**src/rtl/mac_seq.sv**
```systemverilog
// mac_seq: sequencer that streams len operand pairs from a dual operand
// memory into an external multiply-accumulate unit, drains its pipeline,
// loads the MAC output register and captures the finished dot product.
module mac_seq #(
    parameter int DATA_W = 13,
    parameter int ADDR_W = 5,
    parameter int RES_W  = 25
) (
    input  logic              clk,
    input  logic              rst,
    input  logic              start,
    input  logic [ADDR_W-1:0] len,
    output logic              busy,
    output logic              rd_en,
    output logic [ADDR_W-1:0] rd_addr,
    input  logic [DATA_W-1:0] a_rdata,
    input  logic [DATA_W-1:0] b_rdata,
    output logic [DATA_W-1:0] a_out_mac,
    output logic [DATA_W-1:0] b_out_mac,
    output logic              acc_clr,
    output logic              ld_mac,
    input  logic [RES_W-1:0]  mac_out_in,
    output logic [RES_W-1:0]  result,
    output logic              done
);

    typedef enum logic [2:0] {
        S_IDLE,
        S_READ,
        S_DRAIN,
        S_LOAD,
        S_CAPT,
        S_DONE
    } state_t;

    localparam logic [ADDR_W-1:0] ADDR_ONE = 1;

    state_t            r_state;
    state_t            w_next;
    logic [ADDR_W-1:0] r_len;
    logic [ADDR_W-1:0] r_addr;
    logic              r_drain;
    logic              r_rdValid;
    logic [DATA_W-1:0] r_aOp;
    logic [DATA_W-1:0] r_bOp;
    logic [RES_W-1:0]  r_result;
    logic              w_accept;
    logic              w_lastRead;

    // A zero-length request never leaves IDLE, so it is filtered here.
    assign w_accept   = start && (len != '0);
    assign w_lastRead = (r_addr == (r_len - ADDR_ONE));

    assign rd_addr   = r_addr;
    assign a_out_mac = r_aOp;
    assign b_out_mac = r_bOp;
    assign result    = r_result;

    // State register; reset drops straight back to IDLE without waiting for a clock.
    always_ff @(posedge clk or negedge rst) begin
        if (!rst) r_state <= S_IDLE;
        else      r_state <= w_next;
    end

    // Next-state logic: read len pairs, drain two cycles, then load, capture, done.
    always_comb begin
        w_next = r_state;
        case (r_state)
            S_IDLE:  if (w_accept) w_next = S_READ;
            S_READ:  if (w_lastRead) w_next = S_DRAIN;
            S_DRAIN: if (r_drain) w_next = S_LOAD;
            S_LOAD:  w_next = S_CAPT;
            S_CAPT:  w_next = S_DONE;
            S_DONE:  w_next = S_IDLE;
            default: w_next = S_IDLE;
        endcase
    end

    // Output decode; the accumulator clear fires on the first read cycle only.
    always_comb begin
        busy    = (r_state != S_IDLE);
        rd_en   = (r_state == S_READ);
        acc_clr = (r_state == S_READ) && (r_addr == '0);
        ld_mac  = (r_state == S_LOAD);
        done    = (r_state == S_DONE);
    end

    // Length latch, read address counter and the 1-bit drain counter.
    always_ff @(posedge clk or negedge rst) begin
        if (!rst) begin
            r_len   <= '0;
            r_addr  <= '0;
            r_drain <= 1'b0;
        end else begin
            case (r_state)
                S_IDLE: begin
                    if (w_accept) r_len <= len;
                    r_addr  <= '0;
                    r_drain <= 1'b0;
                end
                S_READ:  r_addr <= w_lastRead ? '0 : (r_addr + ADDR_ONE);
                S_DRAIN: r_drain <= ~r_drain;
                default: begin
                    r_addr  <= '0;
                    r_drain <= 1'b0;
                end
            endcase
        end
    end

    // Operand pipeline: the MAC adds every cycle, so operands are zero unless
    // fresh memory data is arriving this cycle.
    always_ff @(posedge clk or negedge rst) begin
        if (!rst) begin
            r_rdValid <= 1'b0;
            r_aOp     <= '0;
            r_bOp     <= '0;
        end else begin
            r_rdValid <= (r_state == S_READ);
            r_aOp     <= r_rdValid ? a_rdata : '0;
            r_bOp     <= r_rdValid ? b_rdata : '0;
        end
    end

    // Result capture straight from the MAC output register, held otherwise.
    always_ff @(posedge clk or negedge rst) begin
        if (!rst)                    r_result <= '0;
        else if (r_state == S_CAPT)  r_result <= mac_out_in;
    end

endmodule

```
**config.mk**
```make
export PLATFORM = sky130hd
export DESIGN_NAME = mac_seq
export DESIGN_NICKNAME = d
export VERILOG_FILES = /design/src/rtl/mac_seq.sv
export SDC_FILE = /design/constraint.sdc
export NUM_CORES = 1
export LEC_CHECK = 0
export BUFFER_PORTS_ARGS = -buffer_cell sky130_fd_sc_hd__buf_2
export CAP_MARGIN = 40
export CORE_MARGIN = 5
export CORE_UTILIZATION = 48
export CTS_BUF_LIST = sky130_fd_sc_hd__clkbuf_8
export CTS_CLUSTER_SIZE = 14
export DETAILED_ROUTE_END_ITERATION = 16
export PLACE_DENSITY = 0.91
export SETUP_SLACK_MARGIN = 0.5
export SLEW_MARGIN = 20
export SYNTH_ARGS = -nofsm -noshare
export SYNTH_HDL_FRONTEND = slang
export SYNTH_SLANG_ARGS = --single-unit
export TNS_END_PERCENT = 100
```
**constraint.sdc**
```tcl
create_clock -name clk -period 2.3 [get_ports clk]
set_input_delay 0.575 -clock clk [delete_from_list [all_inputs] [get_ports clk]]
set_output_delay 0.575 -clock clk [all_outputs]
set_load 0.01 [all_outputs]
```
==> run summary <==
outcome = finished clean
nature of the critical path startpoint = register
Req. time, crit path = 1730 ps
Detailed Route Iter0 Violations = 52
antenna violations before repair = 0
Clock Power Share = 22.1%
Critical Path Source = r_state[2]
PnR worst setup slack = 394.0 ps
Seq. cell area = 0.001659 mm2
CP Buf/Inv Count = 1
Worst Setup Path Type = register to output port
core area = 0.005205 mm2
Skew-Pair Late Insertion Delay = 320 ps
CTS tree = yes
Yosys top cell by area = dfrtp_1
# fillers = 374
clk_skew = 4.645 ps
Worst setup EP type = output port
Reg power frac = 41.2%
post-DP HPWL = 4.429 mm
aggregate global routing overflow = 0
clk sinks = 66
Detailed Route WL = 5.963 mm
setup TNS = 0 ps
vias in the first global route = 2199
H-tree lvl count = 3
Post-Syn Area = 0.002611 mm2
Inserted Clock Buffers = 9
fmax = 524.7 MHz
clk slew on worst S/H paths = 70 ps
pin count of the biggest net entering global routing = 27
period utilization = 82.87%
WHS = 220.2 ps
CP cell instances = nor3b_4 > and4b_1 > buf_2
Seq cells post-synth = 66
Final Setup Violations = 0
commonest non-fill, non-tap cell in the layout = buf_2
switch share = 32.84%
reg-to-reg endpoint = rd_addr[2]
Final Hold Viols = 0
# nets final = 389
Worst Hold Class = input port to async pin
IO Port Bufs = 119
Crit path max-delay family = flip-flops
floorplan die width = 83.76 um
most frequent cells in the layout = 119 x buf_2, 60 x dfrtp_1, 31 x mux2_2
combinational share of power = 36.8%
Lkg Pwr = 1.892 nW
Max Fanout on Critical Path = 4
Final Max Tran Viols = 0
DIE HEIGHT = 83.76 um
GPL Wtd Cong = 0.7643
synth top area cells = dfrtp_1 63%, mux2_2 13%, and2_1 6.5%
Antenna Nets Post-Route = 0
Slew @ Worst Pin = 564.8 ps
total track usage = 17.91%
Worst EP arrival = 1330 ps
crit path time final = 1906 ps
max-cap violations = 0
Syn. warnings = 0
Internal Power = 0.003028 W
Starting Density = 50.17%
pre-CTS WS = 211.9 ps
via/cell ratio = 4.794
pwr dens = 1242 mW/mm2
CTS max path bufs = 2
root buffer cell = clkbuf_8
Wirelength per Cell = 14.83 um
I/O pin total = 120
Total Power = 0.004509 W
antenna cells = 0
synthesized instance count = 192
Synth top area share = 63.25%
Slowest cell on crit path = dfrtp_2
post-synth cell types = 34
Max VDD drop = 0.7803 mV
register-to-register setup slack = 570 ps
Worst path max stage delay = 450 ps
net switching power = 0.001481 W
die area = 0.007015 mm2
Mapped Nets = 254
layout cells sized above 1 = 59.64%
slew margin rel. = 62.35%
reg2reg path depth = 6
Residual DRC = 0
P&R area growth vs syn = 39.00%
first-pass GRT wire length = 10.05 mm
synthesized area per cell = 13.60 um2
RSZ-0062 raised after global routing = yes
sequential area share after synthesis = 63.25%
Initial DRT Pass Iterations = 4
area of the multi-input gates = 949.7 um2
RR Startpoint = rd_addr[2]
Row Count = 26
via count = 1927
## area by class of cell
class	instances	area share [%]
inverters	6	0.6205
flip-flops and latches	66	45.71
repair buffers	132	19.20
well taps	70	2.413
clock buffers	11	4.171
clock inverters	5	1.724
multi-input cells	112	26.16
## layer usage
metal,share of wire (%),routed length [um],global-route usage [%]
met5,0,0,0
met2,55,3257,31.31
met4,1.9,114,7.895
met1,35,2080,18.43
met3,8.6,510,7.897
## cells in the mapped netlist (all sizes together)
library cell	count
dfrtp	66
mux2	31
and2	27
inv	6
o21ai	6
a21oi	5
buf	5
nand2	4
nor2b	4
clkbuf	3
ha	3
nand3	3
nor3	3
xnor2	3
xor2	3
a21o	2
nand3b	2
nor2	2
nor3b	2
or2	2
or3	2
a311oi	1
and3	1
and3b	1
and4b	1
nand2b	1
nor4bb	1
o211ai	1
or4	1
## worst max path at each step
stage / endpoint / cells after the start
3_3_place_gp: r_len[2] / 5
2_1_floorplan: r_len[0] / 5
6_report: acc_clr / 3
4_1_cts: rd_en / 3
5_1_grt: rd_en / 3
3_5_place_dp: r_len[3] / 5
## registers in the layout (all words and copies together) (netlist names)
register   flops
rd_addr        5
r_state        3
r_drain        1
r_len          5
r_rdValid      1
a_out_mac     13
result        25
b_out_mac     13
## per-stage QoR
stage | util [%] | std cells | instance area, um2
after floorplan | - | 192 | 2624
after global placement | 63.29 | 377 | 3294
after detailed placement | 63.29 | 377 | 3294
after CTS | 68.37 | 399 | 3558
after global routing | 69.74 | 402 | 3630
final | 69.74 | 402 | 3630
## power by group through the flow
stage               sequential, W  clock, W  combinational, W
global placement          0.00186         0           0.00146
detailed placement        0.00189         0           0.00151
finish                    0.00186  0.000994           0.00166
global route              0.00192   0.00109           0.00182
CTS                       0.00185   0.00102           0.00161
floorplan                 0.00196         0          0.000806
## cells by family after synthesis
family	count (synthesis)	share of synthesized area, %
AO/OA/AOI/OAI	15	3.545
XOR/XNOR	6	2.013
adder cells (fa/ha/maj)	3	1.438
buffers and inverters	14	2.492
flip-flops	66	63.25
multiplexers	31	13.37
AND/OR/NAND/NOR	57	13.90
## timing repair
| item | in CTS | in global routing |
|---|---|---|
| pin swaps | 2 | 5 |
| gates resized for setup | 4 | 16 |
| setup buffers | 6 | 3 |
| hold buffers | 0 | 0 |
| endpoints found under the setup margin | 11 | 17 |
Power figures use the tool's default switching activity.
